[src/rtl/log_dumper_if.sv]
// FIFO read side and byte-transmitter handshake grouped for the log dumper.
interface log_dumper_if #(
  parameter int DATA_WIDTH = 36
);
  logic                  fifo_empty;
  logic                  fifo_rd_en;
  logic                  fifo_valid;
  logic [DATA_WIDTH-1:0] fifo_dout;
  logic [7:0]            tx_data;
  logic                  tx_valid;
  logic                  tx_ready;

  modport master (
    input  fifo_empty, fifo_valid, fifo_dout, tx_ready,
    output fifo_rd_en, tx_data, tx_valid
  );

  modport slave (
    output fifo_empty, fifo_valid, fifo_dout, tx_ready,
    input  fifo_rd_en, tx_data, tx_valid
  );
endinterface

[src/rtl/log_dumper.sv]
// Drains a log FIFO entry by entry and streams each entry MSB byte first.
// Optional LOG_DUMP_FRAME_EN prefixes every entry with an 8'hA5 header byte.
module log_dumper #(
  parameter int DATA_WIDTH = 36
) (
  input  logic        clk,
  input  logic        rst,
  input  logic        dump_start,
  log_dumper_if.master bus,
  output logic        busy,
  output logic        done,
  output logic [15:0] entry_cnt
);
  localparam int NBYTES = (DATA_WIDTH + 7) / 8;
  localparam int SHW    = NBYTES * 8;
  localparam int IDX_W  = $clog2(NBYTES) + 1;
  localparam logic [IDX_W-1:0] LAST_IDX = IDX_W'(NBYTES - 1);

  typedef enum logic [2:0] {IDLE, FETCH, WAIT, HDR, SEND} state_e;

  state_e           state_q, state_d;
  logic [SHW-1:0]   shreg_q, shreg_d;
  logic [IDX_W-1:0] idx_q, idx_d;
  logic [15:0]      cnt_q, cnt_d;
  logic             rd_en_c, txv_c, done_c;
  logic [7:0]       txd_c;

  function automatic logic [15:0] sat_inc(input logic [15:0] v);
    return (v == 16'hFFFF) ? v : v + 16'd1;
  endfunction

  always_comb begin
    state_d = state_q;
    shreg_d = shreg_q;
    idx_d   = idx_q;
    cnt_d   = cnt_q;
    rd_en_c = 1'b0;
    txv_c   = 1'b0;
    txd_c   = 8'h00;
    done_c  = 1'b0;
    case (state_q)
      IDLE: begin
        if (dump_start) begin
          state_d = FETCH;
          cnt_d   = 16'd0;
        end
      end
      FETCH: begin
        if (bus.fifo_empty) begin
          done_c  = 1'b1;
          state_d = IDLE;
        end else begin
          rd_en_c = 1'b1;
          state_d = WAIT;
        end
      end
      WAIT: begin
        if (bus.fifo_valid) begin
          shreg_d = SHW'(bus.fifo_dout);
          idx_d   = '0;
`ifdef LOG_DUMP_FRAME_EN
          state_d = HDR;
`else
          state_d = SEND;
`endif
        end
      end
`ifdef LOG_DUMP_FRAME_EN
      HDR: begin
        txv_c = 1'b1;
        txd_c = 8'hA5;
        if (bus.tx_ready) state_d = SEND;
      end
`endif
      SEND: begin
        txv_c = 1'b1;
        txd_c = shreg_q[SHW-1 -: 8];
        if (bus.tx_ready) begin
          if (idx_q == LAST_IDX) begin
            cnt_d   = sat_inc(cnt_q);
            state_d = FETCH;
          end else begin
            // Shifting keeps the outgoing byte at a fixed slice.
            shreg_d = shreg_q << 8;
            idx_d   = idx_q + 1'b1;
          end
        end
      end
      default: state_d = IDLE;
    endcase
  end

  always_ff @(posedge clk) begin
    if (rst) begin
      state_q <= IDLE;
      idx_q   <= '0;
      cnt_q   <= 16'd0;
    end else begin
      state_q <= state_d;
      idx_q   <= idx_d;
      cnt_q   <= cnt_d;
    end
  end

  always_ff @(posedge clk) begin
    shreg_q <= shreg_d;
  end

  // Outputs are forced low while rst is held, ahead of the state register clearing.
  assign bus.fifo_rd_en = rd_en_c & ~rst;
  assign bus.tx_valid   = txv_c & ~rst;
  assign bus.tx_data    = rst ? 8'h00 : txd_c;
  assign done           = done_c & ~rst;
  assign busy           = (state_q != IDLE) & ~rst;
  assign entry_cnt      = cnt_q;
endmodule

[src/flat_wrapper.sv]
// flat-port wrapper written by rule: the top's interface ports become plain ports
module log_dumper_flat 
#(
  parameter int DATA_WIDTH = 36
)
  (clk, rst, dump_start, busy, done, entry_cnt, bus_fifo_empty, bus_fifo_valid, bus_fifo_dout, bus_tx_ready, bus_fifo_rd_en, bus_tx_data, bus_tx_valid);
  log_dumper_if #(.DATA_WIDTH(DATA_WIDTH)) bus_i ();
  input  logic clk;
  input  logic rst;
  input  logic dump_start;
  output logic busy;
  output logic done;
  output logic [15:0] entry_cnt;
  input wire logic [$bits(bus_i.fifo_empty)-1:0] bus_fifo_empty;
  input wire logic [$bits(bus_i.fifo_valid)-1:0] bus_fifo_valid;
  input wire logic [$bits(bus_i.fifo_dout)-1:0] bus_fifo_dout;
  input wire logic [$bits(bus_i.tx_ready)-1:0] bus_tx_ready;
  output wire logic [$bits(bus_i.fifo_rd_en)-1:0] bus_fifo_rd_en;
  output wire logic [$bits(bus_i.tx_data)-1:0] bus_tx_data;
  output wire logic [$bits(bus_i.tx_valid)-1:0] bus_tx_valid;
  assign bus_i.fifo_empty = bus_fifo_empty;
  assign bus_i.fifo_valid = bus_fifo_valid;
  assign bus_i.fifo_dout = bus_fifo_dout;
  assign bus_i.tx_ready = bus_tx_ready;
  assign bus_fifo_rd_en = bus_i.fifo_rd_en;
  assign bus_tx_data = bus_i.tx_data;
  assign bus_tx_valid = bus_i.tx_valid;
  log_dumper #(.DATA_WIDTH(DATA_WIDTH)) u_core (.clk(clk), .rst(rst), .dump_start(dump_start), .bus(bus_i), .busy(busy), .done(done), .entry_cnt(entry_cnt));
endmodule
[config.mk]
export PLATFORM = sky130hd
export DESIGN_NAME = log_dumper_flat
export DESIGN_NICKNAME = d
export VERILOG_FILES = /design/src/rtl/log_dumper_if.sv /design/src/rtl/log_dumper.sv /design/src/flat_wrapper.sv
export SDC_FILE = /design/constraint.sdc
export NUM_CORES = 1
export LEC_CHECK = 0
export ABC_CLOCK_PERIOD_IN_PS = 5350
export CORE_MARGIN = 2
export CORE_UTILIZATION = 54
export DETAILED_ROUTE_END_ITERATION = 10
export PLACE_DENSITY = 0.85
export SLEW_MARGIN = 20
export SYNTH_ARGS = -nofsm -noshare
export SYNTH_HDL_FRONTEND = slang
export SYNTH_SLANG_ARGS = --single-unit
[constraint.sdc]
create_clock -name clk -period 5.35 [get_ports clk]
set_clock_uncertainty 0.05 [all_clocks]
set_input_delay 1.3375 -clock clk [delete_from_list [all_inputs] [get_ports clk]]
set_output_delay 1.3375 -clock clk [all_outputs]
set_load 0.02 [all_outputs]
==> results.txt, run 1 <==
The horizontal extent of the die came out at 79.04 um. The clock tree buffer depth came out at 2. The ratio of routed vias to standard cells came out at 5.444. Of the total synthesized cell area, the portion taken by full adders, half adders and majority gates is 1.235%.

The routability congestion estimate from global placement came out at 0.8506. The number of max-slew violations in the final report came to 0. In this run the critical register-to-register path is captured at u_core.entry_cnt[4].

Among the stages of the critical path, the cell type that occurs most often is sky130_fd_sc_hd__clkdlybuf4s50_1. The biggest cell delay along the critical path came out at 0.60 ns. Total power for the finished layout comes to 0.001027 W. The layout overhead on the synthesized area is 32.02%. The worst endpoint required time is 3.96 ns.

The residual DRC count came out at 0. The cell at the root of the clock tree is sky130_fd_sc_hd__clkbuf_8. Setup repair after global routing left no endpoint under its margin. sky130_fd_sc_hd__nand2_1 is the most common cell in the netlist. The worst setup path is launched from an input pin.

Counting flops and latches in the post-synthesis netlist gives 63. The post-placement setup slack came out at 0.7928 ns. The synthesized-area fraction occupied by xor and xnor cells is 0%. Sequential elements use 54.65% of the synthesized area. The count of yosys warnings during synthesis came out at 0. The finished layout cell area is 4014 um^2. The final core utilization came out at 73.34%. The worst-case headroom to the max-slew limit came out at 32.34%. The number of DRC markers in iteration 0 is 220. The height of the die came out at 79.04 um. The post-detailed-placement half-perimeter wirelength is 4.053 mm. The count of antenna diodes in the layout is 0. The number of buffer cells added on primary ports came out at 69. The first global-routing pass estimated 10.13 mm of wire.

The remaining antenna violation count is 0. Subtracting the final worst setup slack from the clock period gives 4.554 ns. For this run, the leading register cell type out of synthesis is sky130_fd_sc_hd__edfxtp_1. The transition time at the pin with the least slew margin came out at 1.012 ns. The final number of setup-violating endpoints is 0.

In this run, post-CTS hold repair placed 0 buffers. The largest net degree at the start of global routing came out at 48. The total clock buffers created by CTS is 9. For hold timing, the worst endpoint is u_core.entry_cnt[12].

The H-tree depth came out at 3. The standard-cell row count came out at 27. The setup TNS came out at 0 ns. In this run the worst path has a maximum fanout of 14. Derived from the worst setup path, the maximum achievable clock frequency is 0.2196 GHz. The post-route clock period utilization came out at 85.12%.

The via count of the routed design is 2526. Across the run, the number of max-cap violations was 0. Power spread over the standard cell area amounts to 255.9 nW/um^2. The detail-routed net length per standard cell came out at 13.30 um. The count of final hold-check violations is 0. The worst setup slack after layout is 0.7960 ns. Post-CTS repair changed the size of 0 cells.

The number of cells traversed by the worst hold path is 1. The post-synthesis instance area came out at 3040 um^2. The via count of the first global-routing pass is 2367. The kind of path behind the tightest hold check is register to register.

The total iterations of the first detailed-routing run is 4. The data arrival at the endpoint of the critical path came out at 3.17 ns. The slowest stage of the critical path belongs to the cell sky130_fd_sc_hd__clkdlybuf4s50_1.

The setup slack of the most critical reg-to-reg path is 2.48 ns. The standard cell core area came out at 5473 um^2. The critical path goes through clkdlybuf4s50_1 -> buf_4 -> nand2b_1 -> inv_1 -> and2_1 -> clkdlybuf4s50_1. The kind of critical path is input pin to output port. The startpoint identified for the worst hold timing path is u_core.entry_cnt[12]. The cell type contributing the most total cell area after synthesis is sky130_fd_sc_hd__edfxtp_1. VDD sags by at most 162.6 uV.

The global-route total usage across every layer is 21.21%. The number of instances in the synthesized netlist is 321. The kind of capture point of the worst setup path is an output port. Summed over its instances, the top area cell type makes up 39.51% of the synthesized netlist area. The reported leakage power came out at 1.497 nW. The ratio of cells with drive above 1 in the final layout is 6.888%. The flow ran to the end, and the final reports show no timing, DRC or antenna violations.

The synthesized netlist devotes 29.26% of its cell area to simple gates. Clock-pin slew was measured on the worst setup and hold paths at 0.06 ns. The area fraction in compound gates after synthesis is 10.49%. The number of antenna violations at the first check in global routing is 0. A synthesized cell averages 9.472 um^2. The total clock sinks is 63. The number of setup buffers added after CTS is 0.

After synthesis, the largest family of logic cells by area is simple AND/OR/NAND/NOR gates. Counting flops with a built-in enable in the synthesized netlist gives 40. The number of cells on the worst reg-to-reg path is 8. The top-level I/O count is 70. The number of fill cells came out at 415.

The clock insertion delay at the later pin of the skew report came out at 0.34 ns. The number of distinct library cells after synthesis is 52. The multiplexer area fraction after synthesis is 0.9877%. The final global-route overflow total is 0. The commonest cells after synthesis are sky130_fd_sc_hd__nand2_1, sky130_fd_sc_hd__edfxtp_1, sky130_fd_sc_hd__dfxtp_1. The number of nets in the layout came out at 433. The standard cell area after detailed placement came out at 3785 um^2. After synthesis, the cell types taking the most area are sky130_fd_sc_hd__edfxtp_1, sky130_fd_sc_hd__dfxtp_1, sky130_fd_sc_hd__nand2_1. TritonCTS built the clock tree. The number of nets handed over by synthesis was 366. The wire length reported by the detailed router is 6.172 mm.

The startpoint identified for the worst register-to-register timing path is u_core.state_q[2]. For this run, asynchronously set or reset flops after synthesis account for 0%. The initial standard-cell utilization of the core came out at 55.56%. The overall die area came out at 6247 um^2.
-- layout by cell type (no fill, tap or decap), types with 7 or more instances in the layout --
cell,count
sky130_fd_sc_hd__nand2_1,102
sky130_fd_sc_hd__clkdlybuf4s50_1,69
sky130_fd_sc_hd__edfxtp_1,40
sky130_fd_sc_hd__dfxtp_1,23
sky130_fd_sc_hd__nand3_1,14
sky130_fd_sc_hd__and2_1,12
sky130_fd_sc_hd__a21oi_1,11
sky130_fd_sc_hd__nor2b_1,9
sky130_fd_sc_hd__nor2_1,9
sky130_fd_sc_hd__clkbuf_8,9
sky130_fd_sc_hd__nor3_1,8
sky130_fd_sc_hd__o21ai_0,7
-- per-stage QoR --
step,cells,hold WS [ns]
floorplan,321,0.4296
global placement,448,0.4305
detailed placement,448,0.4395
CTS,463,0.4484
global route,464,0.4741
finish,464,0.4494
-- state kept, by name, summed over array words and instances (netlist names) --
name and count:
u_core.idx_q 4, u_core.shreg_q 40, u_core.state_q 3, u_core.entry_cnt 16
-- routing by layer --
layer / track usage, % / up-vias / wire (um)
met1: 24.01 / 1166 / 2560
met3: 6.136 / 15 / 336
met2: 35.59 / 81 / 3129
met5: 0 / - / 0
met4: 12.41 / 0 / 146
li1: - / 1264 / -
-- layout make-up --
| class | count | area (um^2) | share of cell area [%] |
|---|---|---|---|
| multi-input combinational | 235 | 1290 | 32.14 |
| inverter | 4 | 15.01 | 0.3741 |
| clock buffer | 10 | 127.6 | 3.180 |
| sequential | 63 | 1662 | 41.40 |
| clock inverter | 5 | 73.82 | 1.839 |
| tap | 72 | 90.09 | 2.244 |
| timing repair buffer | 75 | 755.7 | 18.83 |
-- power breakdown --
group | leakage [nW] | switching (W) | internal [W] | total [W]
registers | 0.555 | 0.00000420 | 0.000524 | 0.000528
logic | 0.839 | 0.0000287 | 0.0000417 | 0.0000704
clock network | 0.104 | 0.000173 | 0.000256 | 0.000429
-- worst max path at each step --
stage | startpoint | endpoint | slack [ns] | cells past startpoint
final | rst | bus_tx_data[0] | 0.80 | 6
after global routing | rst | bus_tx_data[1] | 0.69 | 6
after CTS | rst | bus_tx_data[0] | 0.79 | 6
after detailed placement | rst | bus_tx_data[0] | 0.79 | 6
after global placement | rst | bus_tx_data[1] | 0.82 | 6
after floorplan | bus_fifo_valid | u_core.idx_q[3] | 1.38 | 5
-- worst max-delay path: cells and delay by family --
kind | cells | cell delay (ns)
and+or+nand+nor | 2 | 0.41
buffers and inverters | 4 | 1.41
-- logic make-up after synthesis --
group	count (synthesis)
simple gates	183
buf+inv	23
mux	3
flops	63
fa+ha+maj	3
compound gates	46
Power figures use the tool's default switching activity.
==> inputs of run 2 (changes only) <==
Settings changed: CORE_ASPECT_RATIO from default to 1.75.
==> run 2 against run 1 <==
Compared with the run above: combinational power about the same; routed wire length grew 4.7%; cell count increased by 1.1%; critical path depth did not move; flip-flop and latch count unchanged; sequential power hardly changed; via count grew 0.12%.
==> results.txt, run 2 (synthesis results as in run 1) <==
The worst endpoint required time is 3.96 ns (about the same). The detail-routed net length per standard cell came out at 13.78 um (+3.6%). Leaving out fill and tap cells, the most frequent cell in the layout is sky130_fd_sc_hd__nand2_1. The overall die area came out at 6270 um^2 (+0.37%).

The power dissipated by switching net loads was 0.0002144 W (+4.3%). The length in cells of the worst reg-to-reg path is 7 (-1). The proportion of power drawn by the clock network was 42.5% (+0.7 points). The clock transition at the register clock pins on the worst setup and hold paths after CTS is 0.07 ns (about the same). The flow ran to the end, and the final reports show no timing, DRC or antenna violations. The standard-cell row count came to 36 (+33%). The max-cap violation count came to 0 (unchanged). The post-route clock period utilization was 84.98% (-0.15 points). The setup path with the least slack is of type input pin to output port.

The number of antenna violations at the first check in global routing is 0 (unchanged). The minimum clock period was 4.546 ns (-0.007800 ns). The count of non-filler cells in the finished layout came out at 469 (+1.1%). The path with the worst hold slack has its endpoint at u_core.entry_cnt[12]. The top-level I/O count came to 70 (unchanged). The number of cells traversed by the worst hold path came out at 1 (unchanged). The count of final hold-check violations is 0 (unchanged). The total of cells resized after clock tree synthesis is 0 (unchanged). The worst hold margin is 0.4427 ns (-0.006709 ns). The cts-stage hold buffer count is 0 (unchanged). The worst register-to-register path begins at u_core.state_q[2]. The final number of setup-violating endpoints came out at 0 (unchanged). TritonCTS built the clock tree. The number of DRC markers in iteration 0 came out at 144 (-35%).

The number of nets in the layout is 433 (unchanged). The total clock buffers created by CTS came out at 9 (unchanged). The instance count after placement with tap cells included came out at 452 (+0.89%). The via count of the first global-routing pass came out at 2336 (-1.3%). The switching portion of total power came to 20.59% (+0.58 points). The H-tree depth is 3 (unchanged). The height of the die is 103.3 um (+31%). The worst-case headroom to the max-slew limit came out at 32.52% (+0.18 points). The final core utilization came to 73.32% (about the same). The total clock sinks came out at 63 (unchanged).

The count of antenna diodes in the layout came to 0 (unchanged). The total iterations of the first detailed-routing run is 4 (unchanged). The clock tree buffer depth came out at 2 (unchanged). The final global-route overflow total is 0 (unchanged). In this run the critical register-to-register path is captured at u_core.entry_cnt[7].

The upper clock frequency limit is 0.2200 GHz (+0.17%). The library cells used most frequently in the layout, excluding fill and tap cells, are sky130_fd_sc_hd__nand2_1, sky130_fd_sc_hd__clkdlybuf4s50_1, sky130_fd_sc_hd__edfxtp_1. The total setup buffers inserted after CTS is 0 (unchanged). The post-detailed-placement half-perimeter wirelength came to 4.445 mm (+9.7%). The cell at the root of the clock tree is sky130_fd_sc_hd__clkbuf_8.

The initial standard-cell utilization of the core is 55.33% (-0.23 points). The part of the power in combinational logic is 6.8% (about the same). The kind of capture point of the worst setup path is an output port. The setup slack of the most critical reg-to-reg path came out at 2.94 ns (+0.46 ns).

In this run the most critical hold path is launched from u_core.entry_cnt[12]. Setup repair after global routing left no endpoint under its margin. The wire length of the first global-routing pass came out at 10.32 mm (+1.9%).

The internal power summed over all cells is 0.0008265 W (+0.59%). The setup TNS came to 0 ns (unchanged). The largest fanout on the critical path was 14 (unchanged).

The remaining antenna violation count was 0 (unchanged). The data arrival at the endpoint of the critical path came out at 3.16 ns (about the same). The standard cell core area was 5495 um^2 (+0.41%). The maximum VDD drop is 199.4 uV (+23%).

The largest net degree at the start of global routing is 47 (-2.1%). The path class of the tightest hold or removal check is register to register. The number of max-slew violations in the final report is 0 (unchanged). The post-placement setup slack is 0.7907 ns (-0.002103 ns).

The number of fill cells came to 431 (+3.9%). The worst setup slack after layout came out at 0.8038 ns (+0.007800 ns). The most flop-heavy register is u_core.shreg_q. The global-route total usage across every layer was 22.33% (+1.1 points).

The flip-flop count of the largest register, all copies and words added is 40 (unchanged). The horizontal extent of the die came to 60.72 um (-23%). The via count of the routed design is 2529 (+0.12%). The ratio of cells with drive above 1 in the final layout is 7.379% (+0.49 points). The layout overhead on the synthesized area came out at 32.51%. The number of buffer cells added on primary ports is 69 (unchanged). The sequential power share is 50.7% (-0.7 points). The ratio of routed vias to standard cells is 5.392 (-0.95%). The wire length reported by the detailed router came to 6.464 mm (+4.7%). The nature of the critical path startpoint is an input pin.

The power density of the placed cells came out at 258.4 nW/um^2 (+0.95%). The residual DRC count is 0 (unchanged). The transition time at the pin with the least slew margin came out at 1.010 ns (-0.002727 ns). The reported leakage power came out at 1.503 nW (+0.46%). The routability congestion estimate from global placement is 0.8624 (+1.4%). The clock insertion delay at the later pin of the skew report is 0.34 ns (about the same).
[run 2: stage by stage]
step                      area (um^2)  total power, W
after floorplan                  3040       0.0005669
after global placement           3790       0.0006055
after detailed placement         3790       0.0006074
after CTS                        4001        0.001046
after global routing             4029        0.001071
final                            4029        0.001041
[run 2: how the worst max path moves through the flow]
stage | startpoint | to | cells past startpoint
after floorplan | bus_fifo_valid | u_core.idx_q[3] | 5
after global placement | rst | bus_tx_data[1] | 6
after detailed placement | rst | bus_tx_data[3] | 6
after CTS | rst | bus_tx_data[0] | 6
after global routing | rst | bus_tx_data[4] | 6
final | rst | bus_tx_data[0] | 6
[run 2: power by group through the flow]
stage | clock network (W) | logic, W | registers (W)
2_1_floorplan | 0 | 0.0000313 | 0.000536
3_3_place_gp | 0 | 0.0000673 | 0.000538
3_5_place_dp | 0 | 0.0000690 | 0.000538
4_1_cts | 0.000449 | 0.0000694 | 0.000528
5_1_grt | 0.000465 | 0.0000774 | 0.000528
6_report | 0.000443 | 0.0000705 | 0.000528
[run 2: final cells by class]
class / count / area [um^2] / share of cell area (%)
Clock inverter: 6 / 83.83 / 2.081
Sequential cell: 63 / 1662 / 41.24
Timing Repair Buffer: 75 / 755.7 / 18.76
Clock buffer: 10 / 127.6 / 3.168
Inverter: 4 / 15.01 / 0.3727
Multi-Input combinational cell: 235 / 1290 / 32.02
Tap cell: 76 / 95.09 / 2.360
[run 2: worst max-delay path: stages]
cell                              delay [ns]
sky130_fd_sc_hd__clkdlybuf4s50_1        0.39
sky130_fd_sc_hd__buf_4                  0.18
sky130_fd_sc_hd__nand2b_1               0.22
sky130_fd_sc_hd__inv_1                  0.25
sky130_fd_sc_hd__and2_1                 0.17
sky130_fd_sc_hd__clkdlybuf4s50_1        0.59
[run 2: layer usage]
metal / up-vias / track usage, % / share of wire (%)
met4: 0 / 12.37 / 3.2
li1: 1271 / - / -
met5: - / 0 / 0
met3: 19 / 5.100 / 3.7
met1: 1159 / 24.39 / 38
met2: 80 / 38.71 / 55
